--- config.mk ---
export PLATFORM = sky130hd
export DESIGN_NAME = multicycle_subtractor_flat
export DESIGN_NICKNAME = d
export VERILOG_FILES = /design/src/rtl/multicycle_subtractor_if.sv /design/src/rtl/multicycle_subtractor.sv /design/src/flat_wrapper.sv
export SDC_FILE = /design/constraint.sdc
export NUM_CORES = 1
export LEC_CHECK = 0
export BUFFER_PORTS_ARGS = -buffer_cell sky130_fd_sc_hd__buf_2
export CAP_MARGIN = 20
export CORE_UTILIZATION = 50
export DETAILED_ROUTE_END_ITERATION = 10
export GPL_TIMING_DRIVEN = 0
export PLACE_DENSITY = 0.73
export SYNTH_ARGS = -nofsm -noshare
export SYNTH_HDL_FRONTEND = slang
export SYNTH_SLANG_ARGS = --single-unit
--- constraint.sdc ---
create_clock -name clk -period 2.6 [get_ports clk]
set_input_delay 0.26 -clock clk [delete_from_list [all_inputs] [get_ports clk]]
set_output_delay 0.26 -clock clk [all_outputs]
set_load 0.03 [all_outputs]
--- src/rtl/multicycle_subtractor_if.sv ---
// rtl/multicycle_subtractor_if.sv - operand/result handshake bundle for multicycle_subtractor
//
// Purpose : groups the operand handshake (in_valid/in_ready, a, b, bin) and the
//           result handshake (out_valid/out_ready, diff, bout, zero, ovf).
// Modports: master - operand source / result consumer side
//           slave  - the subtractor itself
interface multicycle_subtractor_if #(
  parameter int WIDTH = 16
);
  logic             in_valid;
  logic             in_ready;
  logic [WIDTH-1:0] a;
  logic [WIDTH-1:0] b;
  logic             bin;
  logic             out_valid;
  logic             out_ready;
  logic [WIDTH-1:0] diff;
  logic             bout;
  logic             zero;
  logic             ovf;

  modport master (
    output in_valid, a, b, bin, out_ready,
    input  in_ready, out_valid, diff, bout, zero, ovf
  );

  modport slave (
    input  in_valid, a, b, bin, out_ready,
    output in_ready, out_valid, diff, bout, zero, ovf
  );
endinterface

--- src/rtl/multicycle_subtractor.sv ---
// rtl/multicycle_subtractor.sv - multi-cycle a - b - bin, DIGIT bits per clock
//
// Purpose : computes diff = a - b - bin over N = WIDTH/DIGIT BUSY cycles with a
//           ripple borrow carried between cycles; flags bout/zero/ovf.
// Ports   : clk   - rising-edge clock
//           rst_n - asynchronous active-low reset
//           bus   - multicycle_subtractor_if.slave (operand and result handshakes)
// Option  : MULTICYCLE_SUBTRACTOR_SAT_EN - saturate diff on two's-complement overflow
module multicycle_subtractor #(
  parameter int WIDTH = 16,
  parameter int DIGIT = 4
) (
  input  logic                    clk,
  input  logic                    rst_n,
  multicycle_subtractor_if.slave  bus
);
  localparam int N  = WIDTH / DIGIT;
  localparam int CW = (N > 1) ? $clog2(N) : 1;
  localparam logic [CW-1:0] LAST = CW'(N - 1);

  if (((WIDTH % DIGIT) != 0) || (WIDTH < 2)) begin : g_bad_cfg
    $error("multicycle_subtractor: DIGIT must divide WIDTH and WIDTH must be >= 2");
  end

  typedef enum logic [1:0] {
    S_IDLE = 2'd0,
    S_BUSY = 2'd1,
    S_DONE = 2'd2
  } state_t;

  state_t           r_state;
  state_t           w_state_next;
  logic [CW-1:0]    r_count;
  logic [WIDTH-1:0] r_a_sh;
  logic [WIDTH-1:0] r_b_sh;
  logic [WIDTH-1:0] r_res;
  logic             r_borrow;
  logic             r_sa;
  logic             r_sb;
  logic [WIDTH-1:0] r_diff;
  logic             r_bout;
  logic             r_zero;
  logic             r_ovf;

  logic             w_in_ready;
  logic             w_out_valid;
  logic             w_accept;
  logic             w_last;
  logic [DIGIT:0]   w_dig_sub;
  logic [DIGIT-1:0] w_dig;
  logic             w_borrow_next;
  logic [WIDTH-1:0] w_res_next;
  logic [WIDTH-1:0] w_final;
  logic             w_ovf;

  assign w_accept = w_in_ready && bus.in_valid;
  assign w_last   = (r_count == LAST);

  // One digit of DIGIT chained full-subtractor cells; the extra MSB of the
  // widened difference is the borrow out of the digit.
  assign w_dig_sub     = {1'b0, r_a_sh[DIGIT-1:0]} - {1'b0, r_b_sh[DIGIT-1:0]}
                       - {{DIGIT{1'b0}}, r_borrow};
  assign w_dig         = w_dig_sub[DIGIT-1:0];
  assign w_borrow_next = w_dig_sub[DIGIT];

  // Digits are produced LSB first, so they enter the result from the MSB side;
  // after N shifts the first digit has reached bit 0.
  if (DIGIT == WIDTH) begin : g_single
    assign w_res_next = w_dig;
  end else begin : g_shift
    assign w_res_next = {w_dig, r_res[WIDTH-1:DIGIT]};
  end

  assign w_ovf = (r_sa != r_sb) && (w_res_next[WIDTH-1] != r_sa);

`ifdef MULTICYCLE_SUBTRACTOR_SAT_EN
  assign w_final = w_ovf ? (r_sa ? {1'b1, {(WIDTH-1){1'b0}}} : {1'b0, {(WIDTH-1){1'b1}}})
                         : w_res_next;
`else
  assign w_final = w_res_next;
`endif

  // FSM state register
  always_ff @(posedge clk or negedge rst_n) begin
    if (!rst_n) begin
      r_state <= S_IDLE;
    end else begin
      r_state <= w_state_next;
    end
  end

  // FSM next-state logic
  always_comb begin
    w_state_next = r_state;
    case (r_state)
      S_IDLE:  if (bus.in_valid) w_state_next = S_BUSY;
      S_BUSY:  if (w_last) w_state_next = S_DONE;
      S_DONE:  if (bus.out_ready) w_state_next = S_IDLE;
      default: w_state_next = S_IDLE;
    endcase
  end

  // FSM outputs, decoded from the state register only
  always_comb begin
    w_in_ready  = 1'b0;
    w_out_valid = 1'b0;
    case (r_state)
      S_IDLE:  w_in_ready  = 1'b1;
      S_DONE:  w_out_valid = 1'b1;
      default: ;
    endcase
  end

  // Datapath
  always_ff @(posedge clk or negedge rst_n) begin
    if (!rst_n) begin
      r_count  <= '0;
      r_a_sh   <= '0;
      r_b_sh   <= '0;
      r_res    <= '0;
      r_borrow <= 1'b0;
      r_sa     <= 1'b0;
      r_sb     <= 1'b0;
      r_diff   <= '0;
      r_bout   <= 1'b0;
      r_zero   <= 1'b0;
      r_ovf    <= 1'b0;
    end else if (w_accept) begin
      r_count  <= '0;
      r_a_sh   <= bus.a;
      r_b_sh   <= bus.b;
      r_res    <= '0;
      r_borrow <= bus.bin;
      r_sa     <= bus.a[WIDTH-1];
      r_sb     <= bus.b[WIDTH-1];
    end else if (r_state == S_BUSY) begin
      r_count  <= r_count + 1'b1;
      r_a_sh   <= r_a_sh >> DIGIT;
      r_b_sh   <= r_b_sh >> DIGIT;
      r_res    <= w_res_next;
      r_borrow <= w_borrow_next;
      if (w_last) begin
        r_diff <= w_final;
        r_bout <= w_borrow_next;
        r_zero <= (w_final == '0);
        r_ovf  <= w_ovf;
      end
    end
  end

  assign bus.in_ready  = w_in_ready;
  assign bus.out_valid = w_out_valid;
  assign bus.diff      = r_diff;
  assign bus.bout      = r_bout;
  assign bus.zero      = r_zero;
  assign bus.ovf       = r_ovf;
endmodule

--- src/flat_wrapper.sv ---
// flat-port wrapper written by rule: the top's interface ports become plain ports
module multicycle_subtractor_flat 
#(
  parameter int WIDTH = 16,
  parameter int DIGIT = 4
)
  (clk, rst_n, bus_in_valid, bus_a, bus_b, bus_bin, bus_out_ready, bus_in_ready, bus_out_valid, bus_diff, bus_bout, bus_zero, bus_ovf);
  multicycle_subtractor_if #(.WIDTH(WIDTH)) bus_i ();
  input  logic clk;
  input  logic rst_n;
  input wire logic [$bits(bus_i.in_valid)-1:0] bus_in_valid;
  input wire logic [$bits(bus_i.a)-1:0] bus_a;
  input wire logic [$bits(bus_i.b)-1:0] bus_b;
  input wire logic [$bits(bus_i.bin)-1:0] bus_bin;
  input wire logic [$bits(bus_i.out_ready)-1:0] bus_out_ready;
  output wire logic [$bits(bus_i.in_ready)-1:0] bus_in_ready;
  output wire logic [$bits(bus_i.out_valid)-1:0] bus_out_valid;
  output wire logic [$bits(bus_i.diff)-1:0] bus_diff;
  output wire logic [$bits(bus_i.bout)-1:0] bus_bout;
  output wire logic [$bits(bus_i.zero)-1:0] bus_zero;
  output wire logic [$bits(bus_i.ovf)-1:0] bus_ovf;
  assign bus_i.in_valid = bus_in_valid;
  assign bus_i.a = bus_a;
  assign bus_i.b = bus_b;
  assign bus_i.bin = bus_bin;
  assign bus_i.out_ready = bus_out_ready;
  assign bus_in_ready = bus_i.in_ready;
  assign bus_out_valid = bus_i.out_valid;
  assign bus_diff = bus_i.diff;
  assign bus_bout = bus_i.bout;
  assign bus_zero = bus_i.zero;
  assign bus_ovf = bus_i.ovf;
  multicycle_subtractor #(.WIDTH(WIDTH), .DIGIT(DIGIT)) u_core (.clk(clk), .rst_n(rst_n), .bus(bus_i));
endmodule
; Word-level counts from Yosys, hierarchy flattened
; Cells that the tools add are included.
[word_totals]
regBits = 74
latch_bits = 0
mem_bits_rw = 0
mem_bits_ro = 0
input_bits = 37
output_inout_bits = 21
word_cells = 47
memories = 0
[op_classes]
n_addsub = 3
n_mul = 0
div = 0
n_lt_le_gt_ge = 0
eq_ne = 8
shifts = 0
muxes = 16
bitwise = 1
n_reduce_logical = 7
[ops]
columns = operator, count
row1 = 16-bit 2-to-1 mux, 6
row2 = 16-bit zero test, 1
row3 = 2-bit 2-to-1 mux, 5
row4 = 2-bit one-hot mux with 3 select lines, 1
row5 = 3-bit AND reduction, 2
row6 = 4-bit by 4-bit subtractor with 5-bit output, 1
row7 = 5-bit by 1-bit subtractor with 5-bit output, 1
row8 = "2-bit equality test, second input constant", 2
row9 = 1-bit 2-to-1 mux, 4
row10 = "2-bit inequality test, second input constant", 2
row11 = "2-bit by 1-bit adder with 2-bit output, second input constant", 1
row12 = "2-bit by 1-bit equality test with 1-bit output, second input constant", 1
row13 = 1-bit logical AND, 2
row14 = 2-bit zero test, 1
row15 = 1-bit inequality test, 2
row16 = "2-bit by 1-bit inequality test with 1-bit output, second input constant", 1
row17 = 2-bit nonzero test, 1
row18 = 1-bit inverter, 1

; Longest topological paths before layout
; Gate-level depths: netlist (run 1).
[depth]
word_depth = 5
depth_mapped = 8
depth_no_buf = 8

; Worst setup path before layout (run 1)
; OpenSTA, ideal clock, no wires.
[synth_path]
path_kind = flip-flop to flip-flop
start = register u_core.r_borrow
end = register u_core.r_zero, in the netlist u_core.bus.zero
setup_ns = 0.076
arrival_time_ns = 1.987
t_required_ns = 2.524
slack_ns = 0.537
stages_incl_launch_ff = 9
n_path_buf = 0
period_less_slack_ns = 2.063
cell_sequence = dfrtp_1 > inv_1 > fa_1 > inv_1 > fa_1 > or4b_1 > nor4_1 > o2111ai_1 > o21ai_1
[synth_via]
elab_chain_cells = 2
[synth_lines]
columns = element, line_no
row1 = start: declaration, multicycle_subtractor.sv:37  ; logic r_borrow;
row2 = start signal: assignment, multicycle_subtractor.sv:133  ; r_borrow <= bus.bin;
row3 = start signal: assignment, multicycle_subtractor.sv:141  ; r_borrow <= w_borrow_next;
row4 = 5-bit by 1-bit subtractor with 5-bit output, multicycle_subtractor.sv:62  ; - {{DIGIT{1'b0}}, r_borrow};
row5 = 16-bit zero test, multicycle_subtractor.sv:145  ; r_zero <= (w_final == '0);
row6 = end signal: assignment, multicycle_subtractor.sv:145
row7 = end: declaration, multicycle_subtractor.sv:42  ; logic r_zero;
; Every way passes these cells.
; A chain may end at the register's enable or synchronous reset.

; Final worst setup path (run 1)
[layout_path]
start = register u_core.r_b_sh[0]
end = register u_core.r_zero, in the netlist u_core.bus.zero
[layout_via]
elab_chain_cells = 3
[layout_lines]
columns = element, line_no
row1 = start: declaration, multicycle_subtractor.sv:35  ; logic [WIDTH-1:0] r_b_sh;
row2 = start signal: assignment, multicycle_subtractor.sv:131  ; r_b_sh <= bus.b;
row3 = start signal: assignment, multicycle_subtractor.sv:139  ; r_b_sh <= r_b_sh >> DIGIT;
row4 = 4-bit by 4-bit subtractor with 5-bit output, multicycle_subtractor.sv:61  ; assign w_dig_sub = {1'b0, r_a_sh[DIGIT-1:0]} - {1'b0, r_b_sh[DIGIT-1:0]}
row5 = 5-bit by 1-bit subtractor with 5-bit output, multicycle_subtractor.sv:62
row6 = 16-bit zero test, multicycle_subtractor.sv:145
; Every way passes these cells.

==> results.cfg, run 1 <==
[setup_path]
worst-r2r-setup-slack_ps = 190
critPathKind = flip-flop to flip-flop
worst_setup_path_start_kind = flip-flop
cpLargestDelayFamily = adder cells
endpoint_kind = flip-flop
arrival_ps = 2670
cp_slowest_cell = fa_1
cp.required_ps = 2860
path_cells = inv_1, fa_1, inv_1, fa_1, or4b_1, nor4_2, o2111ai_1, o21ai_1
max_stage_delay_ps = 580
cp_max_fo = 3
path_buf_inv = 2

[floorplan]
die_area_um2 = 6390
initial_core_util_pct = 51.6
die-width_um = 79.9
die_h_um = 79.9
fp-row-count = 28
core-area_um2 = 5890
pin_count = 58

[synth]
yosys_warnings = 0
syn_area_um2 = 3040
synth_top_area_cell = dfrtp_1
ys_seq_area_share_pct = 57.7
synth_top_area_share_pct = 57.7
ys_ff_latch = 70
ys_types = 32
synthTopCellsByArea = dfrtp_1 58%, nand2_1 11%, a22oi_1 4.9%
syn-mean-instance-area_um2 = 10.3
synthCells = 294
syn-num-nets = 340

[cts]
cts-htree-levels = 3
cts_max_path_buffers = 2
cts_sinks = 70
root_buffer = clkbuf_8
cts_tree = built
post-cts-setup-buffers = 0
numCtsBuffers = 9
clkLatencyLatePin_ps = 340
clk_pin_slew_ps = 70

[sta]
worst_slew_pin_slew_ps = 858
min_period_ps = 2410
fin_crit_sh_pct = 92.7
finalHoldViolations = 0
fin_skew_ps = 11.2
timing.fmax_mhz = 415
tns_ps = 0
relSlewSlack_pct = 42.8
slew_violations = 0
rsz0062_at_grt = no
finalSetupViolCount = 0

[global_routing]
grt_pass1_wl_um = 10900
gr-total-overflow = 0
grt.total_usage_pct = 23.0
grt_pass1_vias = 2264
antenna_found_initial = 0
grt_max_degree = 71

[outcome]
status = completed

[layout]
diodes = 0
area_growth_pct = 18.1
final_cell_mix = 88 x nand2_1, 70 x dfrtp_1, 63 x buf_2
nets = 408
final_common_cell = nand2_1
drive_gt1_share_pct = 24.8

[power_and_ir_drop]
total_power_mw = 5.03
p_leak_nw = 1.81
powerDensity_nw_per_um2 = 1400
vdd_ir_drop_max_uv = 768

[detailed_routing]
drt_pass1_iterations = 5
drtAntennaViolNets = 0
wl_per_cell_um = 15.1
routed_wirelength_um = 6680
num_vias = 2361
vias_per_cell = 5.34
drt_iter0_drc = 143
remaining_drc_errors = 0

[placement]
place.gp.congestion = 0.816
portBuffers = 57
dp_hpwl_um = 4640

[run]
max_cap_violations = 0

[worst_hold_path]
min_path_type = input pin to async pin
==> final cells by class <==
type	instances	area (um2)
plain buffers	16	68.8
well taps	75	93.8
inverters	11	41.3
flip-flops and latches	70	1750
fillers	519	2300
clock buffers	15	156
repair buffers	57	288
multi-input cells	197	1180
clock inverters	1	5.00
==> flip-flops by register name, indices dropped and copies added (netlist names) <==
name / count
u_core.r_res: 12
u_core.bus.ovf: 1
u_core.r_b_sh: 16
u_core.bus.bout: 1
u_core.bus.zero: 1
u_core.r_count: 2
u_core.bus.diff: 16
u_core.r_state: 2
u_core.r_a_sh: 16
u_core.r_sa: 1
u_core.r_borrow: 1
u_core.r_sb: 1
==> cell usage after synthesis <==
| cell | n |
|---|---|
| nand2_1 | 88 |
| dfrtp_1 | 70 |
| o21ai_0 | 30 |
| a22oi_1 | 20 |
| mux2_2 | 12 |
| inv_1 | 11 |
| clkbuf_1 | 9 |
| buf_2 | 7 |
| ha_1 | 7 |
| a221o_1 | 5 |
| nor3_1 | 5 |
| nand3_1 | 4 |
| fa_1 | 2 |
| nand2b_1 | 2 |
| nor2_1 | 2 |
| nor2b_1 | 2 |
| or4_1 | 2 |
| xnor2_1 | 2 |
| a21boi_0 | 1 |
| a21oi_1 | 1 |
| and3b_1 | 1 |
| nand3b_2 | 1 |
| nor3b_1 | 1 |
| nor3b_4 | 1 |
| nor4_1 | 1 |
| o2111ai_1 | 1 |
| o211ai_1 | 1 |
| o21ai_1 | 1 |
| or2_2 | 1 |
| or3b_1 | 1 |
| or4b_1 | 1 |
| xor2_1 | 1 |
==> layer usage <==
layer / global-route usage (%) / share of wire (%)
met5: 0 / 0
met4: 7.68 / 1.1
met3: 5.03 / 3.4
met2: 34.3 / 47
met1: 33.3 / 49
==> path summary, 6_finish.rpt <==
check,end,from,cells after the start
worst max-delay path,u_core.bus.zero,u_core.r_b_sh[0],8
min in group clk,u_core.r_state[1],bus_out_ready,2
worst max register to register,u_core.bus.zero,u_core.r_b_sh[0],8
max in group asynchronous,u_core.bus.diff[1],rst_n,1
worst min register to register,u_core.bus.diff[14],u_core.bus.diff[14],2
worst min-delay path,u_core.r_b_sh[4],rst_n,1
==> per-stage QoR <==
step	worst slack [ps]	utilization, %	instances	instance area, um2	hold WS, ps
floorplan	537	-	294	3040	-35.6
finish	190	60.9	442	3580	39.9
global placement	166	58.0	426	3410	457
CTS	110	60.8	442	3580	66.8
detailed placement	143	58.1	426	3420	433
global route	57.0	60.9	442	3580	110
==> cell families (layout without fill, tap and decap cells) <==
family / after synthesis / after routing / synth area share (%)
and+or+nand+nor: 113 / 113 / 16.5
DFF: 70 / 70 / 57.7
AOI/OAI and AO/OA: 60 / 60 / 12.7
buffers and inverters: 27 / 100 / 3.63
muxes: 12 / 12 / 4.45
adders and majority gates: 9 / 9 / 4.20
xor gates and xnor gates: 3 / 3 / 0.866
==> where the power goes <==
group / switching [mW] / leakage (nW) / internal (mW)
Sequential: 0.328 / 0.892 / 1.58
Combinational: 1.49 / 0.837 / 0.879
Clock: 0.376 / 0.0817 / 0.374
==> repair_timing <==
action	4_1_cts	5_1_grt
endpoints found under the setup margin	0	1
resized for setup	0	1
hold buffers	0	0
No activity file was read; power rests on OpenSTA's default activity.
==> run 2, diff against run 1 <==
RECOVER_POWER = 50   (was default)
==> run 2 against run 1 <==
Net effect:
- the flow now finishes with violations (max-capacitance violations, max-slew violations)
- register-to-register slack about the same
- combinational power about the same
- via count decreased by 1.4%
- utilization decreased by 0.26 points
- sequential share of layout area increased by 0.21 points
- largest cell class unchanged
- final area decreased by 0.42%
- critical endpoint unchanged
- clock skew decreased by 0.75 ps
- largest power group unchanged
==> results.cfg, run 2 (synthesis gave the netlist of run 1 again) <==
[sta]
fin_skew_ps = 10.4
min_period_ps = 2400
finalSetupViolCount = 0
rsz0062_at_grt = no
tns_ps = 0
worst_slew_pin_slew_ps = 1690
finalHoldViolations = 0
relSlewSlack_pct = -12.9
slew_violations = 71
timing.fmax_mhz = 416
fin_crit_sh_pct = 92.4

[floorplan]
die_area_um2 = 6390
die-width_um = 79.9
fp-row-count = 28
initial_core_util_pct = 51.6
pin_count = 58
core-area_um2 = 5890
die_h_um = 79.9

[worst_hold_path]
min_path_type = input pin to flip-flop
hold_start = bus_out_ready

[cts]
numCtsBuffers = 9
cts_sinks = 70
cts-htree-levels = 3
holdBufCountCts = 0
cts_resized = 0
clkLatencyLatePin_ps = 340
clk_pin_slew_ps = 80
post-cts-setup-buffers = 0
cts_tree = built
root_buffer = clkbuf_8
cts_max_path_buffers = 2

[setup_path]
critPathLaunch = u_core.r_b_sh[0]
path_cells = inv_1, fa_1, inv_1, fa_1, or4b_1, nor4_2, o2111ai_1, o21ai_1
critPathKind = flip-flop to flip-flop
max_stage_delay_ps = 570
cp_max_fo = 3
cp.required_ps = 2860
worst_setup_path_start_kind = flip-flop
cp_slowest_cell = fa_1
endpoint_kind = flip-flop
worstReg2RegStart = u_core.r_b_sh[0]
arrival_ps = 2660

[global_routing]
grt_max_degree = 71
grt_pass1_wl_um = 10900
gr-total-overflow = 0
grt_pass1_vias = 2264
antenna_found_initial = 0
grt.total_usage_pct = 23.0

[placement]
dp_hpwl_um = 4640
portBuffers = 57
place.gp.congestion = 0.816

[layout]
area_growth_pct = 17.6
final_cell_mix = 88 x nand2_1, 70 x dfrtp_1, 53 x buf_2
final_common_cell = nand2_1
drive_gt1_share_pct = 22.1
nets = 408
diodes = 0

[outcome]
status = finished with violations
violations = max-capacitance violations, max-slew violations

[power_and_ir_drop]
p_leak_nw = 1.77
powerDensity_nw_per_um2 = 1400
vdd_ir_drop_max_uv = 760
total_power_mw = 5.01

[detailed_routing]
remaining_drc_errors = 0
drt_pass1_iterations = 4
routed_wirelength_um = 6680
drtAntennaViolNets = 0
drt_iter0_drc = 166
wl_per_cell_um = 15.1
num_vias = 2328
vias_per_cell = 5.27

[run]
max_cap_violations = 1
-- run 2: through the flow --
step / cell area (um2) / cells / util [%] / setup WS [ps] / hold WS, ps
floorplan: 3040 / 294 / - / 537 / -35.6
global placement: 3410 / 426 / 58.0 / 166 / 457
detailed placement: 3420 / 426 / 58.1 / 143 / 433
CTS: 3580 / 442 / 60.8 / 110 / 66.8
global route: 3570 / 442 / 60.7 / 57.0 / 112
finish: 3570 / 442 / 60.7 / 198 / 114
-- run 2: per-layer routing --
metal | GRT usage (%) | vias up | share of wire, %
li1 | - | 1133 | -
met1 | 33.3 | 1132 | 47
met2 | 34.3 | 55 | 47
met3 | 5.03 | 8 | 4.4
met4 | 7.68 | 0 | 1.2
met5 | 0 | - | 0
-- run 2: critical path, delay by kind of cell (launching register included) --
| kind | cells | cell delay (ps) |
|---|---|---|
| flops | 1 | 360 |
| simple gates | 2 | 650 |
| compound gates | 2 | 340 |
| fa+ha+maj | 2 | 800 |
| buf+inv | 2 | 180 |
-- run 2: cell type report --
| cell class | count | area [um2] |
|---|---|---|
| clock inverters | 1 | 5.00 |
| plain buffers | 16 | 68.8 |
| well taps | 75 | 93.8 |
| fillers | 526 | 2320 |
| flip-flops and latches | 70 | 1750 |
| clock buffers | 15 | 156 |
| repair buffers | 57 | 273 |
| inverters | 11 | 41.3 |
| multi-input cells | 197 | 1180 |
-- run 2: worst paths after layout --
kind	end	slack [ps]	cells past startpoint
setup reg to reg	u_core.bus.zero	200	8
setup / recovery	u_core.bus.zero	200	8
hold reg to reg	u_core.bus.diff[14]	480	2
max in group asynchronous	u_core.bus.diff[1]	1240	1
min in group asynchronous	u_core.r_b_sh[4]	370	1
hold / removal	u_core.r_state[1]	110	2
-- run 2: power by group --
part / leakage [nW] / internal (mW) / switching, mW / total [mW]
combinational: 0.801 / 0.859 / 1.48 / 2.34
sequential: 0.892 / 1.58 / 0.329 / 1.91
clock: 0.0817 / 0.374 / 0.377 / 0.751
